<file path="config.mk">
export PLATFORM = sky130hd
export DESIGN_NAME = mul_q824_seq
export DESIGN_NICKNAME = d
export VERILOG_FILES = /design/src/rtl/q824_pkg.sv /design/src/rtl/q824_sat.sv /design/src/rtl/mul_q824_seq.sv
export SDC_FILE = /design/constraint.sdc
export NUM_CORES = 1
export LEC_CHECK = 0
export ABC_AREA = 1
export CORE_MARGIN = 2
export CORE_UTILIZATION = 35
export DETAILED_ROUTE_END_ITERATION = 12
export GPL_ROUTABILITY_DRIVEN = 0
export GPL_TIMING_DRIVEN = 0
export PLACE_DENSITY_LB_ADDON = 0.25
export SLEW_MARGIN = 10
export SYNTH_ARGS = -nofsm -noshare
export SYNTH_HDL_FRONTEND = slang
export SYNTH_SLANG_ARGS = --single-unit
</file>
<file path="constraint.sdc">
create_clock -name clk -period 3.6 [get_ports clk]
set_input_delay 1.08 -clock clk [delete_from_list [all_inputs] [get_ports clk]]
set_output_delay 1.08 -clock clk [all_outputs]
set_load 0.02 [all_outputs]
</file>
<file path="src/rtl/q824_pkg.sv">
// Q8.24 fixed-point constants and FSM encoding shared by the iterative multiplier and divider.
// No logic; pure declarations plus a two's-complement magnitude helper.
package q824_pkg;

    localparam int          Q824_FRAC = 24;
    localparam logic [31:0] Q824_ONE  = 32'h0100_0000;
    localparam logic [31:0] Q824_MAX  = 32'h7FFF_FFFF;
    localparam logic [31:0] Q824_MIN  = 32'h8000_0000;

    typedef enum logic [1:0] {
        ST_IDLE = 2'd0,
        ST_BUSY = 2'd1,
        ST_DONE = 2'd2
    } q824_state_e;

    // |0x80000000| comes out as 0x80000000, read as unsigned 2^31.
    function automatic logic [31:0] q824_abs(input logic [31:0] v);
        return v[31] ? (~v + 32'd1) : v;
    endfunction

endpackage

</file>
<file path="src/rtl/q824_sat.sv">
// Signed clamp of {sign, unsigned magnitude} into Q8.24; purely combinational, zero latency.
// No handshake: the caller registers q/sat when its result is final.
module q824_sat
    import q824_pkg::*;
(
    input  logic        neg,
    input  logic [63:0] mag,
    output logic [31:0] q,
    output logic        sat
);

    always_comb begin
        q   = mag[31:0];
        sat = 1'b0;
        if (!neg && (mag > {32'd0, Q824_MAX})) begin
            q   = Q824_MAX;
            sat = 1'b1;
        end else if (neg && (mag >= {32'd0, Q824_MIN})) begin
            q   = Q824_MIN;
            sat = 1'b1;
        end else if (neg) begin
            // A zero magnitude negates back to zero, so there is no negative zero.
            q = ~mag[31:0] + 32'd1;
        end
    end

endmodule

</file>
<file path="src/rtl/mul_q824_seq.sv">
// Sequential signed Q8.24 multiply q = sat((a*b) >> 24); latency 32/BITS_PER_CYCLE cycles from accept to out_valid.
// Operands are taken only in IDLE; the result is held in DONE until out_ready. MUL_Q824_ROUND_EN selects round-half-away.
module mul_q824_seq
    import q824_pkg::*;
#(
    parameter int BITS_PER_CYCLE = 1
) (
    input  logic        clk,
    input  logic        rst,
    input  logic        in_valid,
    output logic        in_ready,
    input  logic [31:0] a,
    input  logic [31:0] b,
    output logic        out_valid,
    input  logic        out_ready,
    output logic [31:0] q,
    output logic        sat
);

    localparam int NCHUNK = 32 / BITS_PER_CYCLE;
`ifdef MUL_Q824_ROUND_EN
    localparam logic [63:0] RND_HALF = {32'd0, Q824_ONE >> 1};
`else
    localparam logic [63:0] RND_HALF = 64'd0;
`endif

    q824_state_e state_q, state_d;
    logic [63:0] a_sh_q, a_sh_d;
    logic [31:0] b_sh_q, b_sh_d;
    logic [63:0] acc_q, acc_d;
    logic [5:0]  cnt_q, cnt_d;
    logic        neg_q, neg_d;
    logic        in_ready_q, in_ready_d;
    logic        out_valid_q, out_valid_d;
    logic [31:0] q_q, q_d;
    logic        sat_q, sat_d;

    logic [63:0] chunk_prod;
    logic [63:0] acc_fin;
    logic [63:0] mag;
    logic [31:0] sat_q_w;
    logic        sat_w;

    q824_sat u_sat (
        .neg (neg_q),
        .mag (mag),
        .q   (sat_q_w),
        .sat (sat_w)
    );

    // The multiplicand is pre-shifted each cycle so each chunk adds at its own weight.
    always_comb begin
        chunk_prod = 64'(b_sh_q[BITS_PER_CYCLE-1:0]) * a_sh_q;
        acc_fin    = acc_q + chunk_prod;
        mag        = (acc_fin + RND_HALF) >> Q824_FRAC;

        state_d     = state_q;
        a_sh_d      = a_sh_q;
        b_sh_d      = b_sh_q;
        acc_d       = acc_q;
        cnt_d       = cnt_q;
        neg_d       = neg_q;
        in_ready_d  = in_ready_q;
        out_valid_d = out_valid_q;
        q_d         = q_q;
        sat_d       = sat_q;

        case (state_q)
            ST_IDLE: begin
                if (in_valid && in_ready_q) begin
                    a_sh_d     = {32'd0, q824_abs(a)};
                    b_sh_d     = q824_abs(b);
                    neg_d      = a[31] ^ b[31];
                    acc_d      = 64'd0;
                    cnt_d      = 6'd0;
                    in_ready_d = 1'b0;
                    state_d    = ST_BUSY;
                end
            end
            ST_BUSY: begin
                acc_d  = acc_fin;
                a_sh_d = a_sh_q << BITS_PER_CYCLE;
                b_sh_d = b_sh_q >> BITS_PER_CYCLE;
                cnt_d  = cnt_q + 6'd1;
                if (cnt_q == 6'(NCHUNK - 1)) begin
                    q_d         = sat_q_w;
                    sat_d       = sat_w;
                    out_valid_d = 1'b1;
                    state_d     = ST_DONE;
                end
            end
            ST_DONE: begin
                if (out_ready) begin
                    out_valid_d = 1'b0;
                    in_ready_d  = 1'b1;
                    state_d     = ST_IDLE;
                end
            end
            default: begin
                out_valid_d = 1'b0;
                in_ready_d  = 1'b1;
                state_d     = ST_IDLE;
            end
        endcase
    end

    always_ff @(posedge clk) begin
        if (rst) begin
            state_q     <= ST_IDLE;
            a_sh_q      <= 64'd0;
            b_sh_q      <= 32'd0;
            acc_q       <= 64'd0;
            cnt_q       <= 6'd0;
            neg_q       <= 1'b0;
            in_ready_q  <= 1'b1;
            out_valid_q <= 1'b0;
            q_q         <= 32'd0;
            sat_q       <= 1'b0;
        end else begin
            state_q     <= state_d;
            a_sh_q      <= a_sh_d;
            b_sh_q      <= b_sh_d;
            acc_q       <= acc_d;
            cnt_q       <= cnt_d;
            neg_q       <= neg_d;
            in_ready_q  <= in_ready_d;
            out_valid_q <= out_valid_d;
            q_q         <= q_d;
            sat_q       <= sat_d;
        end
    end

    assign in_ready  = in_ready_q;
    assign out_valid = out_valid_q;
    assign q         = q_q;
    assign sat       = sat_q;

endmodule

</file>
==> flow_metrics.tcl, run 1 <==
set metrics [dict create \
    status "complete, but fails checks" \
    violations "setup timing" \
    area_delta_synth_final_pct 28.3 \
    worst_slew_pin_slew_ps 1090 \
    synthesis.area_um2 16300 \
    rows 79 \
    synth_seq_cells 204 \
    min_period_ps 3640 \
    regArea_um2 4090 \
    p_comb_share_pct 14.5 \
    critPathRequiredTime_ps 4090 \
    finalWirelength_um 61300 \
    cpPeakStageDelay_ps 380 \
    fill_cells 4900 \
    finalSetupTns_ps -404 \
    synth.net_count 2997 \
    path_max_fanout 7 \
    fin_crit_sh_pct 101 \
    vdd_drop_max_uv 334 \
    min_from "a_sh_q[63]$_SDFFE_PP0P_" \
    placed_cells 3568 \
    async_flop_share_pct 0 \
    die_w_um 220 \
    p_seq_share_pct 40.1 \
    cts_buffer_depth 3 \
    antenna_cells 0 \
    hold-path-endpoint "a_sh_q[63]$_SDFFE_PP0P_" \
    synth_cell_type_count 50 \
    instances_no_fill 3654 \
    syn-instance-count 2860 \
    setup_viol 21 \
    path_cells "clkbuf_16 -> buf_8 -> nand2_2 -> inv_2 -> ha_4 -> inv_2 -> fa_2 -> inv_2 -> nand3_4 -> nand2_4 -> nand3_1 -> nand3_2 -> nand2_2 -> nand2_2 -> nand3_1 -> nand2_2 -> xor2_2 -> nand2_1 -> nor2_4 -> nand3_4 -> a21oi_4 -> buf_8 -> nand2_2 -> a21oi_2" \
    slew_headroom_pct 27.3 \
    synth_commonest_cells "1057 x nand2_1, 412 x inv_1, 239 x a21oi_1" \
    fin_skew_ps 34.9 \
    num_io_pins 103 \
    path_clk_slew_ps 60 \
    cts_sinks 204 \
    clk_latency_ps 590 \
    tritoncts "done" \
    switchingPower_uw 1780 \
    hold_depth 2 \
    synth_edf_count 0 \
    hold_class "flip-flop to flip-flop" \
    worstPathArrival_ps 4120 \
    h-tree-depth 1 \
    drive_gt1_share_pct 15.5 \
    critPathCaptureType "flip-flop" \
    cts_root_buf "clkbuf_16" \
    numPortBuffers 101 \
    hold_buffers 0 \
    avgSynthCellArea_um2 5.70 \
    place_area_um2 18100 \
    leakage_uw 0.00970 \
    max_freq_mhz 275 \
    wl_per_cell_um 16.8 \
    cp_slowest_cell "fa_2" \
    timing.rr.start "b_sh_q[0]$_SDFFE_PP0P_" \
    grt_usage_pct 24.3 \
    viasPerCell 5.19 \
    swShare_pct 30.0 \
    ys_seq_area_share_pct 25.1 \
    dieArea_um2 48300 \
    num_vias 19000 \
    coreArea_um2 46300 \
    rsz0062_at_grt "true" \
    ys_top_cells_by_area "dfxtp_1 25%, nand2_1 24%, inv_1 9.5%, a21oi_1 7.3%, nand3_1 5.8%" \
    antenna_found_initial 1 \
    grt_pass1_vias 17500 \
    final_area_um2 20900 \
    critical-path-top-cell-by-count "nand2_2" \
    synth_most_common_cell "nand2_1" \
    final-hold-violation-count 0 \
    dp_hpwl_um 47600 \
    p_clk_share_pct 45.4 \
    dr.pass1.iters 6 \
    gr-total-overflow 0 \
    critPathKind "flip-flop to flip-flop" \
    synth.largest_area_cell "dfxtp_1" \
    grt_pass1_wl_um 92800 \
    p_int_uw 4170 \
    r2r_cells 24 \
    synth_flop_cell "dfxtp_1" \
    power_density_nw_per_um2 285 \
    final_max_slew_viol_count 0 \
    cts_buffers 26 \
    multiInputGateArea_um2 11800 \
    synth_top_area_share_pct 25.1 \
    drt_iter0_markers 1506 \
    r2r_slack_ps -40 \
    antenna_left 0 \
    start_util_pct 35.2 \
    rr_endpoint "q[31]$_SDFFE_PP0P_" \
    dieHeight_um 220 \
    fin_nets 3164 \
    grt_start_max_net_pins 15 \
    power.total_uw 5950 \
    timing.final.ws_setup_ps -39.3 \
    maxCapViolations 0 \
    critPathLaunchType "flip-flop" \
    post-route-util_pct 45.2 \
    yosysWarnings 0 \
    drc 0 \
]
-- critical path, delay by kind of cell (launching register included) --
| kind | cells | cell delay (ps) |
|---|---|---|
| AOI/OAI and AO/OA | 2 | 340 |
| and+or+nand+nor | 13 | 1440 |
| adders and majority gates | 2 | 530 |
| DFF | 1 | 350 |
| buffers and inverters | 6 | 660 |
| xor gates and xnor gates | 1 | 190 |
-- final cells by class --
cell class / instances / area share [%]
Inverter: 442 / 7.94
Sequential cell: 204 / 19.5
Buffer: 90 / 2.04
Clock inverter: 13 / 0.742
Clock buffer: 35 / 3.42
Timing Repair Buffer: 139 / 6.32
Tap cell: 607 / 3.63
Multi-Input combinational cell: 2124 / 56.4
-- power by group through the flow --
stage / Clock (uW) / Sequential, uW / Combinational, uW
after floorplan: 0 / 2410 / 464
after global placement: 0 / 2430 / 785
after detailed placement: 0 / 2430 / 796
after CTS: 2730 / 2380 / 826
after global routing: 2820 / 2390 / 941
final: 2700 / 2380 / 865
-- routing by layer --
metal  wire length (um)  global-route usage [%]  share of wire [%]
met1              26400                    31.7                 43
met4               2220                    8.95                3.6
met5                  0                       0                  0
met3               4610                    3.41                7.5
met2              28100                    40.8                 46
-- logic make-up (layout without fill, tap and decap cells) --
logic type | after synthesis | after routing | share of synthesized area [%]
flops | 204 | 204 | 25.1
fa+ha+maj | 69 | 69 | 5.34
simple gates | 1566 | 1566 | 40.1
xor+xnor | 35 | 35 | 1.93
buf+inv | 532 | 719 | 12.4
compound gates | 454 | 454 | 15.1
-- how the worst max path moves through the flow --
stage | start | to | slack (ps) | depth (start not counted)
2_1_floorplan | b_sh_q[0]$_SDFFE_PP0P_ | q[20]$_SDFFE_PP0P_ | 150 | 24
3_3_place_gp | b_sh_q[0]$_SDFFE_PP0P_ | q[28]$_SDFFE_PP0P_ | -1560 | 26
3_5_place_dp | b_sh_q[0]$_SDFFE_PP0P_ | q[28]$_SDFFE_PP0P_ | -1630 | 26
4_1_cts | b_sh_q[0]$_SDFFE_PP0P_ | q[31]$_SDFFE_PP0P_ | -30 | 25
5_1_grt | b_sh_q[0]$_SDFFE_PP0P_ | q[6]$_SDFFE_PP0P_ | -160 | 28
6_report | b_sh_q[0]$_SDFFE_PP0P_ | q[31]$_SDFFE_PP0P_ | -40 | 24
-- through the flow --
step | hold WS, ps | setup slack, ps
after floorplan | 441 | 148
after global placement | 454 | -1560
after detailed placement | 459 | -1630
after CTS | 468 | -28.3
after global routing | 489 | -162
final | 469 | -39.3
-- sequential cells by signal (all words and copies together), names as in the netlist --
name / flops
cnt_q: 6
state_q: 2
sat: 1
in_ready: 1
b_sh_q: 32
out_valid: 1
acc_q: 64
a_sh_q: 64
q: 32
neg_q: 1
-- placed cells by master (no fill, tap or decap), types with 8 or more instances in the layout --
cell type        Yosys  routed
a21oi_1            239     206
xor2_1              25      22
ha_4                 0      42
nor2_1             191     128
a22oi_1             15      15
nand3_2              9       9
nor2_4               6      36
nand3b_1            13      13
o21ai_0            111     106
nand3_1            190     177
o21ai_1              8       9
nand3_4              1      14
xnor2_1              9       9
clkdlybuf4s50_1      0     101
clkbuf_16            0      27
buf_4                3      40
ha_2                 0       8
nor2_2              20      53
inv_1              412     399
or2_2               13      13
clkbuf_1            73      76
a21oi_2              3      34
nor3_1              16      12
ha_1                68      18
nand2_4              0      14
nand2_2             15      92
a31oi_1             50      49
inv_2               23      36
nand2_1           1057     966
dfxtp_1            204     203
nand4_1             18      18
-- timing repair --
item,4_1_cts,5_1_grt
pin swaps,12,56
setup buffers,16,22
hold endpoints to repair,0,0
gates resized for setup,179,219
setup endpoints to repair,70,42
(Power assumes the default switching activity.)
==> run 2: changes to the inputs <==
--- a/config.mk
+++ b/config.mk
@@ -6,12 +6,14 @@
 export NUM_CORES = 1
 export LEC_CHECK = 0
 export ABC_AREA = 1
+export CORE_ASPECT_RATIO = 1.4
 export CORE_MARGIN = 2
 export CORE_UTILIZATION = 35
 export DETAILED_ROUTE_END_ITERATION = 12
 export GPL_ROUTABILITY_DRIVEN = 0
 export GPL_TIMING_DRIVEN = 0
 export PLACE_DENSITY_LB_ADDON = 0.25
+export REMOVE_ABC_BUFFERS = 1
 export SLEW_MARGIN = 10
 export SYNTH_ARGS = -nofsm -noshare
 export SYNTH_HDL_FRONTEND = slang
==> flow_metrics.tcl, run 2 (synthesized netlist as in run 1, its figures left out) <==
set metrics [dict create \
    status "complete, but fails checks" \
    violations "setup timing" \
    rows 93 \
    critPathLaunchType "flip-flop" \
    r2r_slack_ps -30 \
    hold_buffers 0 \
    critPathKind "flip-flop to flip-flop" \
    critPathRequiredTime_ps 4040 \
    timing.rr.start "b_sh_q[0]$_SDFFE_PP0P_" \
    cts_buffers 24 \
    antenna_left 0 \
    drc 0 \
    final_area_um2 20900 \
    slew_headroom_pct 27.8 \
    tritoncts "done" \
    final-hold-violation-count 0 \
    maxCapViolations 0 \
    vdd_drop_max_uv 285 \
    cts_buffer_depth 3 \
    grt_start_max_net_pins 106 \
    power.total_uw 5880 \
    gr-total-overflow 0 \
    regArea_um2 4090 \
    cts_root_buf "clkbuf_16" \
    drt_iter0_markers 1204 \
    start_util_pct 35.4 \
    area_delta_synth_final_pct 28.0 \
    critPathCaptureType "flip-flop" \
    grt_pass1_vias 17300 \
    p_comb_share_pct 14.4 \
    final_common_cell "nand2_1" \
    timing.final.ws_setup_ps -33.3 \
    path_max_fanout 7 \
    num_io_pins 103 \
    dp_hpwl_um 41300 \
    rr_endpoint "q[10]$_SDFFE_PP0P_" \
    antenna_found_initial 0 \
    finalSetupTns_ps -308 \
    min_from "acc_q[12]$_SDFFE_PP0P_" \
    num_vias 18300 \
    place_area_um2 18000 \
    min_period_ps 3630 \
    p_clk_share_pct 44.8 \
    path_clk_slew_ps 70 \
    fin_nets 3099 \
    viasPerCell 5.11 \
    cts_sinks 204 \
    finalWirelength_um 56700 \
    hold_depth 2 \
    wl_per_cell_um 15.8 \
    p_seq_share_pct 40.8 \
    setup_viol 16 \
    swShare_pct 27.6 \
    grt_pass1_wl_um 88600 \
    hold-path-endpoint "acc_q[12]$_SDFFE_PP0P_" \
    r2r_cells 20 \
    fin_skew_ps 11.3 \
    largestRegisters "a_sh_q x64, acc_q x64" \
    fill_cells 4821 \
    antenna_cells 0 \
    drive_gt1_share_pct 15.7 \
    rsz0062_at_grt "true" \
    switchingPower_uw 1620 \
    worst_slew_pin_slew_ps 1080 \
    die_w_um 186 \
    multiInputGateArea_um2 11700 \
    grt_usage_pct 22.5 \
    final_max_slew_viol_count 0 \
    hold_class "flip-flop to flip-flop" \
    numPortBuffers 102 \
    dr.pass1.iters 6 \
    max_freq_mhz 275 \
    post-route-util_pct 45.4 \
    fin_crit_sh_pct 101 \
    leakage_uw 0.00981 \
    final_cell_mix "978 x nand2_1, 400 x inv_1, 210 x a21oi_1, 202 x dfxtp_1, 172 x nand3_1" \
    dieArea_um2 48300 \
    power_density_nw_per_um2 282 \
    dieHeight_um 259 \
    coreArea_um2 46000 \
    p_int_uw 4250 \
    worstPathArrival_ps 4080 \
    h-tree-depth 1 \
    clk_latency_ps 550 \
]
run 2: cell count changes in the layout (fill, tap and decap cells not counted), sizes merged, moves of 3 or more:
cell    delta
clkinv     -4
buf        +6
clkbuf    -80
bufinv     +3
run 2: metal layers:
layer / track usage (%) / part of all wire (%) / vias to the layer above / routed length [um]
met5: 0 / 0 / - / 0
met4: 15.4 / 7.4 / 0 / 4200
met3: 2.97 / 5.3 / 202 / 3020
met2: 40.5 / 48 / 579 / 27400
met1: 24.6 / 39 / 8339 / 22100
li1: - / - / 9220 / -
run 2: per-stage QoR:
step	setup WS [ps]	instances	hold WS (ps)
final	-33.3	3592	471
after global routing	-245	3592	487
after CTS	-61.2	3571	471
after detailed placement	-1570	3499	461
after global placement	-25960	3489	454
after floorplan	-9320	2770	435
run 2: cell type report:
type                    instances  area share (%)
repair buffers                163            8.56
multi-input cells            2127            56.2
clock buffers                  28            3.00
inverters                     442            8.00
well taps                     617            3.70
flip-flops and latches        204            19.6
clock inverters                11           0.960
run 2: power groups by stage:
stage | registers [uW] | clock network (uW) | logic (uW)
5_1_grt | 2400 | 2790 | 930
3_3_place_gp | 2450 | 0 | 701
2_1_floorplan | 2430 | 0 | 398
6_report | 2400 | 2630 | 847
3_5_place_dp | 2450 | 0 | 747
4_1_cts | 2390 | 2710 | 823
run 2: repair_timing:
item,CTS,global route
setup buffers,28,21
pin swaps,16,37
cloned,5,0
setup endpoints to repair,199,51
resized for setup,153,215
run 2: how the worst max path moves through the flow:
stage	from	endpoint	slack, ps	cells past startpoint
3_3_place_gp	state_q[0]$_SDFFE_PP0P_	a_sh_q[31]$_SDFFE_PP0P_	-25960	6
6_report	b_sh_q[0]$_SDFFE_PP0P_	q[10]$_SDFFE_PP0P_	-30	20
3_5_place_dp	b_sh_q[0]$_SDFFE_PP0P_	q[31]$_SDFFE_PP0P_	-1570	16
4_1_cts	state_q[0]$_SDFFE_PP0P_	q[0]$_SDFFE_PP0P_	-60	11
5_1_grt	b_sh_q[0]$_SDFFE_PP0P_	q[10]$_SDFFE_PP0P_	-250	23
2_1_floorplan	state_q[0]$_SDFFE_PP0P_	cnt_q[5]$_SDFFE_PP0P_	-9320	9
run 2: critical path: stages, from the launching register on:
cell,delay (ps)
dfxtp_4,460
buf_6,160
buf_4,150
nand2_1,50
inv_1,60
ha_2,320
a21oi_2,170
o21ai_2,130
inv_1,80
nand2_1,80
a21oi_4,240
buf_6,150
nand3_4,110
nand3_1,90
nand2_1,90
xor2_2,260
nand3_4,230
buf_6,190
a21oi_4,220
buf_6,180
a21oi_1,70
